--- src/rtl/boot_pkg.sv ---
// Shared types and default geometry for the IRAM boot sequencer.
package boot_pkg;

  typedef enum logic [1:0] {
    ST_IDLE  = 2'd0,
    ST_LOAD  = 2'd1,
    ST_FLUSH = 2'd2,
    ST_RUN   = 2'd3
  } boot_state_t;

  localparam int BOOT_ADDR_W = 9;
  localparam int BOOT_DATA_W = 16;
  localparam int BOOT_DEPTH  = 512;

endpackage

--- src/rtl/iram_port_mux.sv ---
// IRAM port steering: the loader owns the port until run_sel hands it to the core.
module iram_port_mux
  import boot_pkg::*;
#(
  parameter int ADDR_W = BOOT_ADDR_W
) (
  input  logic              run_sel_i,
  input  logic [ADDR_W-1:0] core_pc_i,
  input  logic              core_read_en_i,
  input  logic [ADDR_W-1:0] load_addr_i,
  input  logic              load_write_en_i,
  output logic [ADDR_W-1:0] iram_addr_o,
  output logic              iram_read_en_o,
  output logic              iram_write_en_o
);

  // Core side never writes; loader side never reads.
  always_comb begin
    iram_addr_o     = load_addr_i;
    iram_read_en_o  = 1'b0;
    iram_write_en_o = 1'b0;
    if (run_sel_i) begin
      iram_addr_o     = core_pc_i;
      iram_read_en_o  = core_read_en_i;
      iram_write_en_o = 1'b0;
    end else begin
      iram_addr_o     = load_addr_i;
      iram_read_en_o  = 1'b0;
      iram_write_en_o = load_write_en_i;
    end
  end

endmodule

--- src/rtl/iram_boot_sequencer.sv ---
// Loads a program image into IRAM from a valid/ready stream, then releases the
// IRAM read port to the core and holds core_start while it runs.
module iram_boot_sequencer
  import boot_pkg::*;
#(
  parameter int ADDR_W = BOOT_ADDR_W,
  parameter int DATA_W = BOOT_DATA_W,
  parameter int DEPTH  = BOOT_DEPTH
) (
  input  logic              clock,
  input  logic              reset_n,
  input  logic              load_req,
  input  logic [ADDR_W:0]   load_len,
  input  logic              s_valid,
  input  logic [DATA_W-1:0] s_data,
  output logic              s_ready,
  input  logic [ADDR_W-1:0] core_pc,
  input  logic              core_read_en,
  output logic [ADDR_W-1:0] iram_addr,
  output logic [DATA_W-1:0] iram_data,
  output logic              iram_write_en,
  output logic              iram_read_en,
  output logic              core_start,
  output logic              busy,
  output logic              done,
  output logic              error
);

  localparam logic [ADDR_W:0] DEPTH_C = (ADDR_W+1)'(DEPTH);
  localparam logic [ADDR_W:0] ONE_C   = (ADDR_W+1)'(1);

  boot_state_t       state_q, state_d;
  logic [ADDR_W:0]   cnt_q, cnt_d;
  logic [ADDR_W:0]   len_q, len_d;
  logic              done_q, done_d;
  logic              error_q, error_d;

  logic              len_ok_s;
  logic              load_hs_s;
  logic              last_word_s;
  logic              run_sel_s;

  assign len_ok_s    = (load_len != '0) && (load_len <= DEPTH_C);
  assign s_ready     = (state_q == ST_LOAD);
  assign load_hs_s   = s_ready & s_valid;
  assign last_word_s = (cnt_q == (len_q - ONE_C));
  assign run_sel_s   = (state_q == ST_RUN);

  assign core_start  = run_sel_s;
  assign busy        = (state_q == ST_LOAD) || (state_q == ST_FLUSH);
  assign done        = done_q;
  assign error       = error_q;
  assign iram_data   = s_data;

  // State, counter, latched length and sticky flags.
  always_ff @(posedge clock or negedge reset_n) begin
    if (!reset_n) begin
      state_q <= ST_IDLE;
      cnt_q   <= '0;
      len_q   <= '0;
      done_q  <= 1'b0;
      error_q <= 1'b0;
    end else begin
      state_q <= state_d;
      cnt_q   <= cnt_d;
      len_q   <= len_d;
      done_q  <= done_d;
      error_q <= error_d;
    end
  end

  // Next-state logic; a (re)load request is honoured from both IDLE and RUN.
  always_comb begin
    state_d = state_q;
    cnt_d   = cnt_q;
    len_d   = len_q;
    done_d  = done_q;
    error_d = error_q;
    case (state_q)
      ST_IDLE, ST_RUN: begin
        if (load_req) begin
          if (len_ok_s) begin
            len_d   = load_len;
            cnt_d   = '0;
            done_d  = 1'b0;
            error_d = 1'b0;
            state_d = ST_LOAD;
          end else begin
            error_d = 1'b1;
          end
        end else begin
          state_d = state_q;
        end
      end
      ST_LOAD: begin
        if (load_hs_s) begin
          cnt_d = cnt_q + ONE_C;
          if (last_word_s) begin
            state_d = ST_FLUSH;
          end else begin
            state_d = ST_LOAD;
          end
        end else begin
          state_d = ST_LOAD;
        end
      end
      // Gap cycle lets the final synchronous write retire before the core reads.
      ST_FLUSH: begin
        done_d  = 1'b1;
        state_d = ST_RUN;
      end
      default: begin
        state_d = ST_IDLE;
      end
    endcase
  end

  iram_port_mux #(
    .ADDR_W (ADDR_W)
  ) u_port_mux (
    .run_sel_i       (run_sel_s),
    .core_pc_i       (core_pc),
    .core_read_en_i  (core_read_en),
    .load_addr_i     (cnt_q[ADDR_W-1:0]),
    .load_write_en_i (load_hs_s),
    .iram_addr_o     (iram_addr),
    .iram_read_en_o  (iram_read_en),
    .iram_write_en_o (iram_write_en)
  );

endmodule

--- config.mk ---
export PLATFORM = sky130hd
export DESIGN_NAME = iram_boot_sequencer
export DESIGN_NICKNAME = d
export VERILOG_FILES = /design/src/rtl/boot_pkg.sv /design/src/rtl/iram_port_mux.sv /design/src/rtl/iram_boot_sequencer.sv
export SDC_FILE = /design/constraint.sdc
export NUM_CORES = 1
export LEC_CHECK = 0
export ABC_CLOCK_PERIOD_IN_PS = 4900
export CAP_MARGIN = 5
export CELL_PAD_IN_SITES_DETAIL_PLACEMENT = 1
export CELL_PAD_IN_SITES_GLOBAL_PLACEMENT = 1
export CORE_ASPECT_RATIO = 0.75
export CORE_MARGIN = 4
export CORE_UTILIZATION = 34
export DETAILED_ROUTE_END_ITERATION = 12
export PLACE_DENSITY = 0.93
export SKIP_LAST_GASP = 1
export SYNTH_ARGS = -nofsm -noshare
export SYNTH_HDL_FRONTEND = slang
export SYNTH_SLANG_ARGS = --single-unit
--- constraint.sdc ---
create_clock -name clock -period 4.9 [get_ports clock]
set_input_delay 0.49 -clock clock [delete_from_list [all_inputs] [get_ports clock]]
set_output_delay 0.49 -clock clock [all_outputs]
set_load 0.01 [all_outputs]
# == Word-level counts from Yosys, hierarchy flattened ==
# Cells that the tools add are included.
# totals
romBits,0
inputBits,40
wordCells,44
ram_bits,0
n_memories,0
reg_bits,24
latchBits,0
# classes
reduce_logical,12
mul,0
shifts,0
n_addsub,2
bitwise_logic,1
muxes,16
n_lt_le_gt_ge,1
eq_ne,7
div,0
# ops
cell,count
10-bit 2-to-1 mux,3
10-bit case mux with 2 select lines,1
10-bit by 1-bit adder with 10-bit output (second input constant),1
10-bit == test,1
10-bit less-or-equal comparator (second input constant),1
10-bit nonzero test,1
10-bit by 1-bit subtractor with 10-bit output (second input constant),1
9-bit 2-to-1 mux,1
2-bit 2-to-1 mux,4
2-bit case mux with 3 select lines,1
3-bit AND reduction,2
1-bit 2-to-1 mux,5
2-bit == test (second input constant),2
2-bit != test (second input constant),2
2-bit AND reduction,2
4-bit AND reduction,1
2-bit nonzero test,2
2-bit by 1-bit == test with 1-bit output (second input constant),1
2-bit zero test,1
2-bit by 1-bit != test with 1-bit output (second input constant),1
1-bit case mux with 2 select lines,1
2-bit OR reduction,1
1-bit bitwise AND,1
1-bit logical AND,1
1-bit logical OR,1

# == Logic depth before layout (Yosys ltp) ==
# Gate-level depths: netlist of run 1.
# logic_depth
word_depth,5
mapped_depth,8
depth_no_buf,7

# == Hierarchy ==
# Synthesis of run 1 repeated with hierarchy kept, for this count alone.
# unflattened
hier_cells,186
hier_area_um2,1803.0
# by_module_without_submodules
mod,n_inst,seq_area_each_um2,area_each_um2,cells_per_inst
iram_boot_sequencer,1,600.6,1644.1,174
iram_port_mux,1,0.0,158.9,12

# == Least setup slack after synthesis of run 1 ==
# Ideal clock, no wire load.
# synth_timing
path_type,input to register
startpoint,in load_len[4]
endpoint,reg cnt_q[9]
arrival_time_ns,2.441
setup_ns,0.134
required_ns,4.766
path_buffers,2
setup_slack_ns,2.325
stages,7
path_cell_list,or4_4 > or4_1 > buf_2 > and3_1 > buf_2 > o41ai_1 > a21oi_1
# synth_via
elab_chain_len,4
word_cells_on_any_way,5
classes_between,order compare: 1; eq/ne: 1; reduce/logical: 3
# synth_lines
item,line,rtl
start: declaration,iram_boot_sequencer.sv:13,"input logic [ADDR_W:0] load_len,"
10-bit less-or-equal comparator / 10-bit nonzero test (equally long branches),iram_boot_sequencer.sv:43,assign len_ok_s = (load_len != '0) && (load_len <= DEPTH_C);
1-bit logical AND (*),iram_boot_sequencer.sv:43,
2-bit != test (no source line) (*),n/a,
4-bit AND reduction (no source line) (*),n/a,
end signal: assignment,iram_boot_sequencer.sv:65,cnt_q <= cnt_d;
end: declaration,iram_boot_sequencer.sv:33,"logic [ADDR_W:0] cnt_q, cnt_d;"
# Every way passes the cells marked *; elsewhere a longest branch is shown, timed or not.
# A chain may end at the register's enable or synchronous reset.

# == Worst setup path in the final report of run 1 ==
# layout_timing
startpoint,in load_len[4]
endpoint,reg cnt_q[4]
# The elaborated chain is that of the path after synthesis.

==> flow_metrics.env, run 1 <==
export IMPL_synthCells=205
export IMPL_synth_seq_cells=24
export IMPL_fp_row_count=22
export IMPL_drt_pass1_iterations=4
export IMPL_path_class="in2reg"
export IMPL_tns_ns=0
export IMPL_diodes=0
export IMPL_crit_buf_inv=1
export IMPL_cts_root_buf="clkbuf_8"
export IMPL_drive_above_1_share_pct=9.50
export IMPL_syn_nets=250
export IMPL_cp_arrival_ns=3.22
export IMPL_cp_top_family="simple AND/OR/NAND/NOR gates"
export IMPL_synthXorXnorAreaFrac_pct=7.63
export IMPL_drv_slew=0
export IMPL_period_needed_ns=3.02
export IMPL_hold_class="reg2reg"
export IMPL_ys_types=47
export IMPL_via_count=1604
export IMPL_synth_enable_flop_cells=0
export IMPL_path_cells="clkdlybuf4s50_1 -> or4_4 -> or4_1 -> and3_1 -> or4_1 -> a21oi_1"
export IMPL_startpoint_type="input port"
export IMPL_reg2reg_from="len_q[2]$_DFFE_PN0P_"
export IMPL_fp_dieH_um=71.6
export IMPL_dr_wl_met3_um=321
export IMPL_synth_compound_area_share_pct=13.6
export IMPL_cts_setup_buffers=0
export IMPL_drt_total_wl_um=4830
export IMPL_critPathCaptureType="flop"
export IMPL_nNetsFinal=268
export IMPL_crit_top_cell="or4_1"
export IMPL_clockBufferDepth=2
export IMPL_tightest_slew_ns=0.870
export IMPL_layout_commonest_cell="clkdlybuf4s50_1"
export IMPL_maxCapViolCount=0
export IMPL_grt_first_pass_wirelength_um=7890
export IMPL_hpwl_um=3830
export IMPL_ir_drop_v=0.000230
export IMPL_io_pins=72
export IMPL_hold_violations=0
export IMPL_cts_buffers=3
export IMPL_finalCritPeriodShare_pct=61.6
export IMPL_finalSetupViolations=0
export IMPL_syn_area_um2=1840
export IMPL_drc_errors=0
export IMPL_wl_per_cell_um=16.5
export IMPL_fin_util_pct=43.6
export IMPL_rsz0062_at_grt="no"
export IMPL_die_w_um=92.8
export IMPL_detail_route_iter0_violations=116
export IMPL_dpl_cell_area_um2=2150
export IMPL_ctsHoldBuffers=0
export IMPL_synthAdderAreaFrac_pct=3.41
export IMPL_yosysWarnings=0
export IMPL_finalPower_w=0.000993
export IMPL_m1WireLength_um=2370
export IMPL_status="completed"
export IMPL_fmax_ghz=0.331
export IMPL_leakage_nw=0.882
export IMPL_synthArstFlopShare_pct=100
export IMPL_power_density_nw_per_um2=450
export IMPL_htree_levels=1
export IMPL_yosysSeqAreaShare_pct=32.7
export IMPL_ant_nets=0
export IMPL_holdCritStartpoint="error$_DFFE_PN0P_"
export IMPL_synth_mux_area_share_pct=11.5
export IMPL_clock_sinks=24
export IMPL_overflow=0
export IMPL_ctsResizeCount=0
export IMPL_worst_slew_margin_rel_pct=41.1
export IMPL_cts_clk_slew_worst_paths_ns=0.10
export IMPL_start_util_pct=36.2
export IMPL_crit_start="load_len[4]"
export IMPL_antenna_found_initial=0
export IMPL_routed_via_density=5.47
export IMPL_insertion_delay_ns=0.28
export IMPL_stdcell_count=293
export IMPL_area_delta_synth_final_pct=20.3
export IMPL_postLayoutCellArea_um2=2210
export IMPL_grt_start_max_net_pins=25
export IMPL_finalClockSkew_ns=0.0116
export IMPL_routabilityCongestion=0.881
export IMPL_dieArea_um2=6650
export IMPL_syn_avg_cell_area_um2=8.95
export IMPL_cts_tree="done"
export IMPL_grt_pass1_vias=1570
export IMPL_crit_required_ns=5.10
export IMPL_yosys_most_used_dff="dfrtp_1"
export IMPL_cp_slowest_cell="or4_1"
export IMPL_io_buffers=39
export IMPL_critPathMaxFanout=12
export IMPL_layout_common_cells="clkdlybuf4s50_1 (39), dfrtp_1 (24), nand2_1 (15), mux2_2 (13), nor2_1 (11)"
export IMPL_core_area_um2=5060
export IMPL_synth_top_family_by_area="simple AND/OR/NAND/NOR gates"
export IMPL_crit_path_max_incr_delay_ns=0.66
export IMPL_yosys_area_share_simple_pct=20.7
export IMPL_wl_met2_um=2110
export IMPL_top_layer="met4"
export IMPL_placed_cells=289
export IMPL_grt_util_all_layers_pct=14.9
## through the flow
step / setup slack (ns) / hold slack [ns]
finish: 1.88 / 0.509
floorplan: 2.32 / 0.194
global placement: 1.69 / 0.484
global route: 1.77 / 0.552
CTS: 1.89 / 0.522
detailed placement: 1.59 / 0.498
## worst min-delay path, delay by kind of cell (launching register included)
kind | cells | cell delay [ns]
DFF | 1 | 0.35
and+or+nand+nor | 1 | 0.08
AOI/OAI and AO/OA | 1 | 0.05
## report_power, final
group	internal [W]	switching [W]	total, W
registers	0.000266	0.000117	0.000383
logic	0.000258	0.000229	0.000487
clock network	0.0000552	0.0000682	0.000123
total	0.000579	0.000414	0.000993
## cells in the mapped netlist (6+ instances only)
master,instances,share of area [%]
dfrtp_1,24,33
buf_4,16,6.5
nand2_1,15,3.1
mux2_2,13,8.0
nor2_1,11,2.2
clkbuf_1,9,1.8
xnor2_1,9,4.3
a21oi_1,8,2.2
nand3_1,8,2.2
inv_1,7,1.4
nor3_1,7,1.9
xor2_1,7,3.3
nand4_1,6,2.0
## cell type report
class                           count  area [um^2]
Timing Repair Buffer               40          405
Inverter                            7         26.3
Clock buffer                        3         41.3
Fill cell                         592         2860
Multi-Input combinational cell    147         1040
Sequential cell                    24          601
Tap cell                           72         90.1
## routing by layer
metal	up-vias	GRT usage, %
li1	756	-
met1	799	20.9
met2	45	23.0
met3	4	4.83
met4	0	1.79
met5	-	0
## registers in the layout, summed over array words and instances, names as in the netlist
register	flops
state_q	2
error	1
done	1
cnt_q	10
len_q	10
## logic make-up (layout without fill, tap and decap cells)
kind of cell	count (synthesis)	in the layout
buf+inv	34	50
simple gates	71	71
mux	19	19
compound gates	36	36
fa+ha+maj	5	5
xor+xnor	16	16
flops	24	24
## final timing paths
check,endpoint,slack (ns),cells past startpoint
max,cnt_q[4]$_DFFE_PN0P_,1.88,6
min,error$_DFFE_PN0P_,0.51,2
max reg2reg,state_q[0]$_DFFE_PN0P_,2.48,5
min reg2reg,error$_DFFE_PN0P_,0.51,2
max in group asynchronous,len_q[8]$_DFFE_PN0P_,3.76,2
min in group asynchronous,cnt_q[2]$_DFFE_PN0P_,0.61,1
No activity file was read; power rests on OpenSTA's default activity.
==> run 2, diff against run 1 <==
--- a/config.mk
+++ b/config.mk
@@ -5,15 +5,15 @@
 export SDC_FILE = /design/constraint.sdc
 export NUM_CORES = 1
 export LEC_CHECK = 0
-export ABC_CLOCK_PERIOD_IN_PS = 4900
+export ABC_CLOCK_PERIOD_IN_PS = 2900
 export CAP_MARGIN = 5
 export CELL_PAD_IN_SITES_DETAIL_PLACEMENT = 1
 export CELL_PAD_IN_SITES_GLOBAL_PLACEMENT = 1
 export CORE_ASPECT_RATIO = 0.75
 export CORE_MARGIN = 4
-export CORE_UTILIZATION = 34
+export CORE_UTILIZATION = 32
 export DETAILED_ROUTE_END_ITERATION = 12
-export PLACE_DENSITY = 0.93
+export PLACE_DENSITY = 0.89
 export SKIP_LAST_GASP = 1
 export SYNTH_ARGS = -nofsm -noshare
 export SYNTH_HDL_FRONTEND = slang
==> constraint.sdc (replaced) <==
create_clock -name clock -period 2.9 [get_ports clock]
set_input_delay 0.29 -clock clock [delete_from_list [all_inputs] [get_ports clock]]
set_output_delay 0.29 -clock clock [all_outputs]
set_load 0.01 [all_outputs]
==> run 2 against run 1 <==
Net effect:
- first-iteration DRC count down 50%
- clock power up 89%
- global-route usage up 0.83 points
==> flow_metrics.env, run 2 (synthesis gave the netlist of run 1 again) <==
export IMPL_fp_row_count=23
export IMPL_ant_nets=0
export IMPL_wl_per_cell_um=16.9
export IMPL_critPathCaptureType="flop"
export IMPL_path_class="in2reg"
export IMPL_nNetsFinal=276
export IMPL_status="completed"
export IMPL_via_count=1618
export IMPL_cts_setup_buffers=0
export IMPL_io_buffers=39
export IMPL_fin_util_pct=41.9
export IMPL_tns_ns=0
export IMPL_top_usage_layer="met2"
export IMPL_grt_pass1_vias=1650
export IMPL_tightest_slew_ns=0.539
export IMPL_maxCapViolCount=0
export IMPL_drc_errors=0
export IMPL_crit_required_ns=3.10
export IMPL_grt_first_pass_wirelength_um=8430
export IMPL_hpwl_um=4050
export IMPL_use_met1_pct=21.3
export IMPL_die_w_um=95.5
export IMPL_drt_pass1_iterations=4
export IMPL_clock_sinks=24
export IMPL_grt_util_all_layers_pct=15.7
export IMPL_io_pins=72
export IMPL_clockBufferDepth=2
export IMPL_leakage_nw=0.926
export IMPL_layout_commonest_cell="clkdlybuf4s50_1"
export IMPL_hold_class="in2async"
export IMPL_cts_buffers=3
export IMPL_cts_tree="done"
export IMPL_detail_route_iter0_violations=58
export IMPL_area_delta_synth_final_pct=24.1
export IMPL_ir_drop_v=0.000407
export IMPL_period_needed_ns=2.59
export IMPL_finalClockSkew_ns=0.00360
export IMPL_met3_usage_pct=4.30
export IMPL_routed_via_density=5.30
export IMPL_finalSetupViolations=0
export IMPL_largest_registers="cnt_q x10, len_q x10, state_q x2"
export IMPL_multi_input_area_um2=1040
export IMPL_cts_clk_slew_worst_paths_ns=0.09
export IMPL_r2r_setup_slack_ns=0.60
export IMPL_htree_levels=1
export IMPL_dieArea_um2=7020
export IMPL_drv_slew=0
export IMPL_start_util_pct=33.7
export IMPL_power_density_nw_per_um2=768
export IMPL_dpl_cell_area_um2=2220
export IMPL_drt_total_wl_um=5170
export IMPL_routabilityCongestion=0.909
export IMPL_ctsResizeCount=0
export IMPL_hold_violations=0
export IMPL_hold_ws_ns=0.388
export IMPL_finalCritPeriodShare_pct=89.2
export IMPL_grt_start_max_net_pins=25
export IMPL_postLayoutCellArea_um2=2280
export IMPL_critPathMaxFanout=5
export IMPL_startpoint_type="input port"
export IMPL_antenna_found_initial=0
export IMPL_rsz0062_at_grt="no"
export IMPL_cts_root_buf="clkbuf_8"
export IMPL_drive_above_1_share_pct=13.0
export IMPL_diodes=0
export IMPL_overflow=0
export IMPL_finalPower_w=0.00175
export IMPL_cp_arrival_ns=2.79
export IMPL_insertion_delay_ns=0.27
export IMPL_core_area_um2=5440
export IMPL_layout_common_cells="clkdlybuf4s50_1 (39), dfrtp_1 (24), nand2_1 (15), mux2_2 (13), nor2_1 (11)"
export IMPL_worst_slew_margin_rel_pct=64.1
export IMPL_fmax_ghz=0.386
export IMPL_fp_dieH_um=73.6
export IMPL_use_met2_pct=25.8
export IMPL_regArea_um2=601
export IMPL_ctsHoldBuffers=0
export IMPL_fillers=618
run 2: cell count changes in the layout (fill, tap and decap cells not counted):
cell	previous run	this run
clkbuf_8	3	4
buf_4	0	9
buf_8	1	0
run 2: worst max-delay path: stages:
cell and delay (ns):
clkdlybuf4s50_1 0.42, or4_4 0.54, or4_1 0.56, buf_4 0.18, a311oi_2 0.30, or3b_1 0.37, a21oi_1 0.14
run 2: area by class of cell:
type                       count  share of cell area [%]
clock buffer                   4                    2.42
inverter                       7                    1.15
multi-input combinational    147                    45.9
sequential                    24                    26.4
tap                           75                    4.12
timing repair buffer          48                    20.1
run 2: metal layers:
layer | part of all wire [%] | vias to the layer above | wire length, um
li1 | - | 768 | -
met1 | 47 | 801 | 2440
met2 | 46 | 47 | 2360
met3 | 6.6 | 2 | 343
met4 | 0.43 | 0 | 22
met5 | 0 | - | 0
run 2: worst paths after layout:
| check | start | endpoint | cells past startpoint |
|---|---|---|---|
| setup / recovery | load_len[4] | cnt_q[9]$_DFFE_PN0P_ | 7 |
| hold / removal | reset_n | cnt_q[4]$_DFFE_PN0P_ | 2 |
| setup reg to reg | len_q[0]$_DFFE_PN0P_ | state_q[0]$_DFFE_PN0P_ | 7 |
| hold reg to reg | error$_DFFE_PN0P_ | error$_DFFE_PN0P_ | 2 |
| max in group asynchronous | reset_n | state_q[0]$_DFFE_PN0P_ | 2 |
| min in group clock | error$_DFFE_PN0P_ | error$_DFFE_PN0P_ | 2 |
run 2: through the flow:
step,worst slack [ns],std cells
2_1_floorplan,0.525,205
3_3_place_gp,0.0815,301
3_5_place_dp,0.0238,301
4_1_cts,0.320,305
5_1_grt,0.208,305
6_report,0.312,305
run 2: power breakdown:
group	total, W	switching (W)	leakage (nW)	internal [W]
Clock	0.000232	0.000111	0.0288	0.000121
Sequential	0.000652	0.000202	0.298	0.000450
Combinational	0.000865	0.000408	0.599	0.000457
Total	0.00175	0.000721	0.926	0.00103
==> run 3, diff against run 2 <==
--- a/config.mk
+++ b/config.mk
@@ -5,15 +5,15 @@
 export SDC_FILE = /design/constraint.sdc
 export NUM_CORES = 1
 export LEC_CHECK = 0
-export ABC_CLOCK_PERIOD_IN_PS = 2900
+export ABC_CLOCK_PERIOD_IN_PS = 3300
 export CAP_MARGIN = 5
 export CELL_PAD_IN_SITES_DETAIL_PLACEMENT = 1
 export CELL_PAD_IN_SITES_GLOBAL_PLACEMENT = 1
 export CORE_ASPECT_RATIO = 0.75
 export CORE_MARGIN = 4
-export CORE_UTILIZATION = 32
+export CORE_UTILIZATION = 34
 export DETAILED_ROUTE_END_ITERATION = 12
-export PLACE_DENSITY = 0.89
+export PLACE_DENSITY = 0.93
 export SKIP_LAST_GASP = 1
 export SYNTH_ARGS = -nofsm -noshare
 export SYNTH_HDL_FRONTEND = slang
==> constraint.sdc (replaced) <==
create_clock -name clock -period 3.3 [get_ports clock]
set_input_delay 0.33 -clock clock [delete_from_list [all_inputs] [get_ports clock]]
set_output_delay 0.33 -clock clock [all_outputs]
set_load 0.01 [all_outputs]
==> run 3 against run 2 <==
Net effect:
- global-route usage increased by 0.78 points
- routed wire length up 1.2%
- combinational power fell by 13%
- sequential share of layout area increased by 0.67 points
- sequential power down 13%
- non-clock buffer count decreased by 7
- first-iteration DRC count grew 17%
- clock skew rose by 0.0042 ns
- highest routed layer unchanged
==> flow_metrics.env, run 3 (synthesis gave the netlist of run 1 again) <==
export IMPL_status="completed"
export IMPL_startpoint_type="input port"
export IMPL_placed_cells=291
export IMPL_power_density_nw_per_um2=688
export IMPL_critPathMaxFanout=7
export IMPL_stdcell_count=295
export IMPL_io_pins=72
export IMPL_ctsResizeCount=0
export IMPL_detail_route_iter0_violations=68
export IMPL_postLayoutCellArea_um2=2220
export IMPL_layout_common_cells="clkdlybuf4s50_1 (39), dfrtp_1 (24), nand2_1 (15), mux2_2 (13), nor2_1 (11)"
export IMPL_reg2reg_depth=5
export IMPL_routabilityCongestion=0.889
export IMPL_drv_slew=0
export IMPL_crit_top_cell="or4_1"
export IMPL_cp_arrival_ns=2.99
export IMPL_wl_per_cell_um=17.7
export IMPL_regArea_um2=601
export IMPL_hold_depth=2
export IMPL_grt_pass1_vias=1703
export IMPL_clock_sinks=24
export IMPL_cts_buffers=3
export IMPL_cp_slowest_cell="or4_1"
export IMPL_leakage_nw=0.892
export IMPL_htree_levels=1
export IMPL_routed_via_density=5.53
export IMPL_holdCritStartpoint="error$_DFFE_PN0P_"
export IMPL_rr_endpoint="state_q[0]$_DFFE_PN0P_"
export IMPL_maxCapViolCount=0
export IMPL_worst_slew_margin_rel_pct=24.3
export IMPL_reg2reg_from="len_q[2]$_DFFE_PN0P_"
export IMPL_finalClockSkew_ns=0.00781
export IMPL_hold_violations=0
export IMPL_cts_setup_buffers=0
export IMPL_drt_total_wl_um=5230
export IMPL_path_class="in2reg"
export IMPL_area_delta_synth_final_pct=21.1
export IMPL_core_area_um2=5060
export IMPL_overflow=0
export IMPL_clockBufferDepth=2
export IMPL_hold_class="reg2reg"
export IMPL_tightest_slew_ns=1.13
export IMPL_hpwl_um=4050
export IMPL_die_w_um=92.8
export IMPL_finalCritPeriodShare_pct=84.3
export IMPL_rsz0062_at_grt="no"
export IMPL_layout_commonest_cell="clkdlybuf4s50_1"
export IMPL_path_cells="clkdlybuf4s50_1 -> or4_4 -> or4_1 -> and3_1 -> or4_1 -> a21oi_1"
export IMPL_dieArea_um2=6650
export IMPL_grt_start_max_net_pins=25
export IMPL_finalSetupViolations=0
export IMPL_ir_drop_v=0.000267
export IMPL_cts_root_buf="clkbuf_8"
export IMPL_period_needed_ns=2.78
export IMPL_drt_pass1_iterations=4
export IMPL_via_count=1631
export IMPL_crit_required_ns=3.51
export IMPL_hold_ws_ns=0.509
export IMPL_cts_clk_slew_worst_paths_ns=0.09
export IMPL_dpl_cell_area_um2=2170
export IMPL_ant_nets=0
export IMPL_tns_ns=0
export IMPL_nNetsFinal=269
export IMPL_cts_tree="done"
export IMPL_fp_dieH_um=71.6
export IMPL_largest_registers="cnt_q x10, len_q x10, state_q x2"
export IMPL_antenna_found_initial=0
export IMPL_start_util_pct=36.2
export IMPL_drive_above_1_share_pct=10.3
export IMPL_insertion_delay_ns=0.28
export IMPL_grt_util_all_layers_pct=16.5
export IMPL_crit_path_max_incr_delay_ns=0.67
export IMPL_drc_errors=0
export IMPL_finalPower_w=0.00153
export IMPL_io_buffers=39
export IMPL_ctsHoldBuffers=0
export IMPL_grt_first_pass_wirelength_um=8600
export IMPL_fmax_ghz=0.360
export IMPL_min_to="error$_DFFE_PN0P_"
export IMPL_fp_row_count=22
export IMPL_critPathCaptureType="flop"
export IMPL_fillers=615
export IMPL_diodes=0
export IMPL_r2r_setup_slack_ns=0.77
export IMPL_multi_input_area_um2=1040
run 3: cell types whose count changed in the layout (fill, tap and decap cells not counted):
cell | previous run | this run
buf_4 | 9 | 2
run 3: stage by stage:
step	worst slack [ns]	utilization, %
3_5_place_dp	0.225	42.8
6_report	0.518	43.9
5_1_grt	0.415	43.9
4_1_cts	0.506	43.9
2_1_floorplan	0.885	-
3_3_place_gp	0.325	42.8
run 3: power breakdown:
group          switching, W  internal, W  leakage, nW
combinational      0.000363     0.000388        0.565
sequential         0.000174     0.000395        0.298
clock              0.000102     0.000107       0.0288
total              0.000639     0.000890        0.892
run 3: how the worst max path moves through the flow:
stage / start / to / slack [ns] / cells after the start
6_report: load_len[4] / cnt_q[4]$_DFFE_PN0P_ / 0.52 / 6
3_3_place_gp: load_len[4] / cnt_q[4]$_DFFE_PN0P_ / 0.32 / 6
3_5_place_dp: load_len[4] / cnt_q[4]$_DFFE_PN0P_ / 0.23 / 6
2_1_floorplan: load_len[4] / cnt_q[9]$_DFFE_PN0P_ / 0.88 / 7
4_1_cts: load_len[4] / cnt_q[4]$_DFFE_PN0P_ / 0.51 / 6
5_1_grt: load_len[4] / cnt_q[4]$_DFFE_PN0P_ / 0.42 / 6
run 3: routing by layer:
metal  global-route usage, %  wire, um
met1                    20.4      2370
met2                    27.6      2430
met3                    4.93       340
met4                    5.20        88
met5                       0         0
run 3: layout make-up:
cell class                      instances  share of cell area, %
Inverter                                7                   1.18
Sequential cell                        24                   27.0
Multi-Input combinational cell        147                   47.0
Tap cell                               72                   4.05
Clock buffer                            4                   2.48
Timing Repair Buffer                   41                   18.2
run 3: worst max-delay path, delay by kind of cell:
| family | cells | cell delay, ns |
|---|---|---|
| AO/OA/AOI/OAI | 1 | 0.16 |
| AND/OR/NAND/NOR | 4 | 2.07 |
| buffers and inverters | 1 | 0.42 |
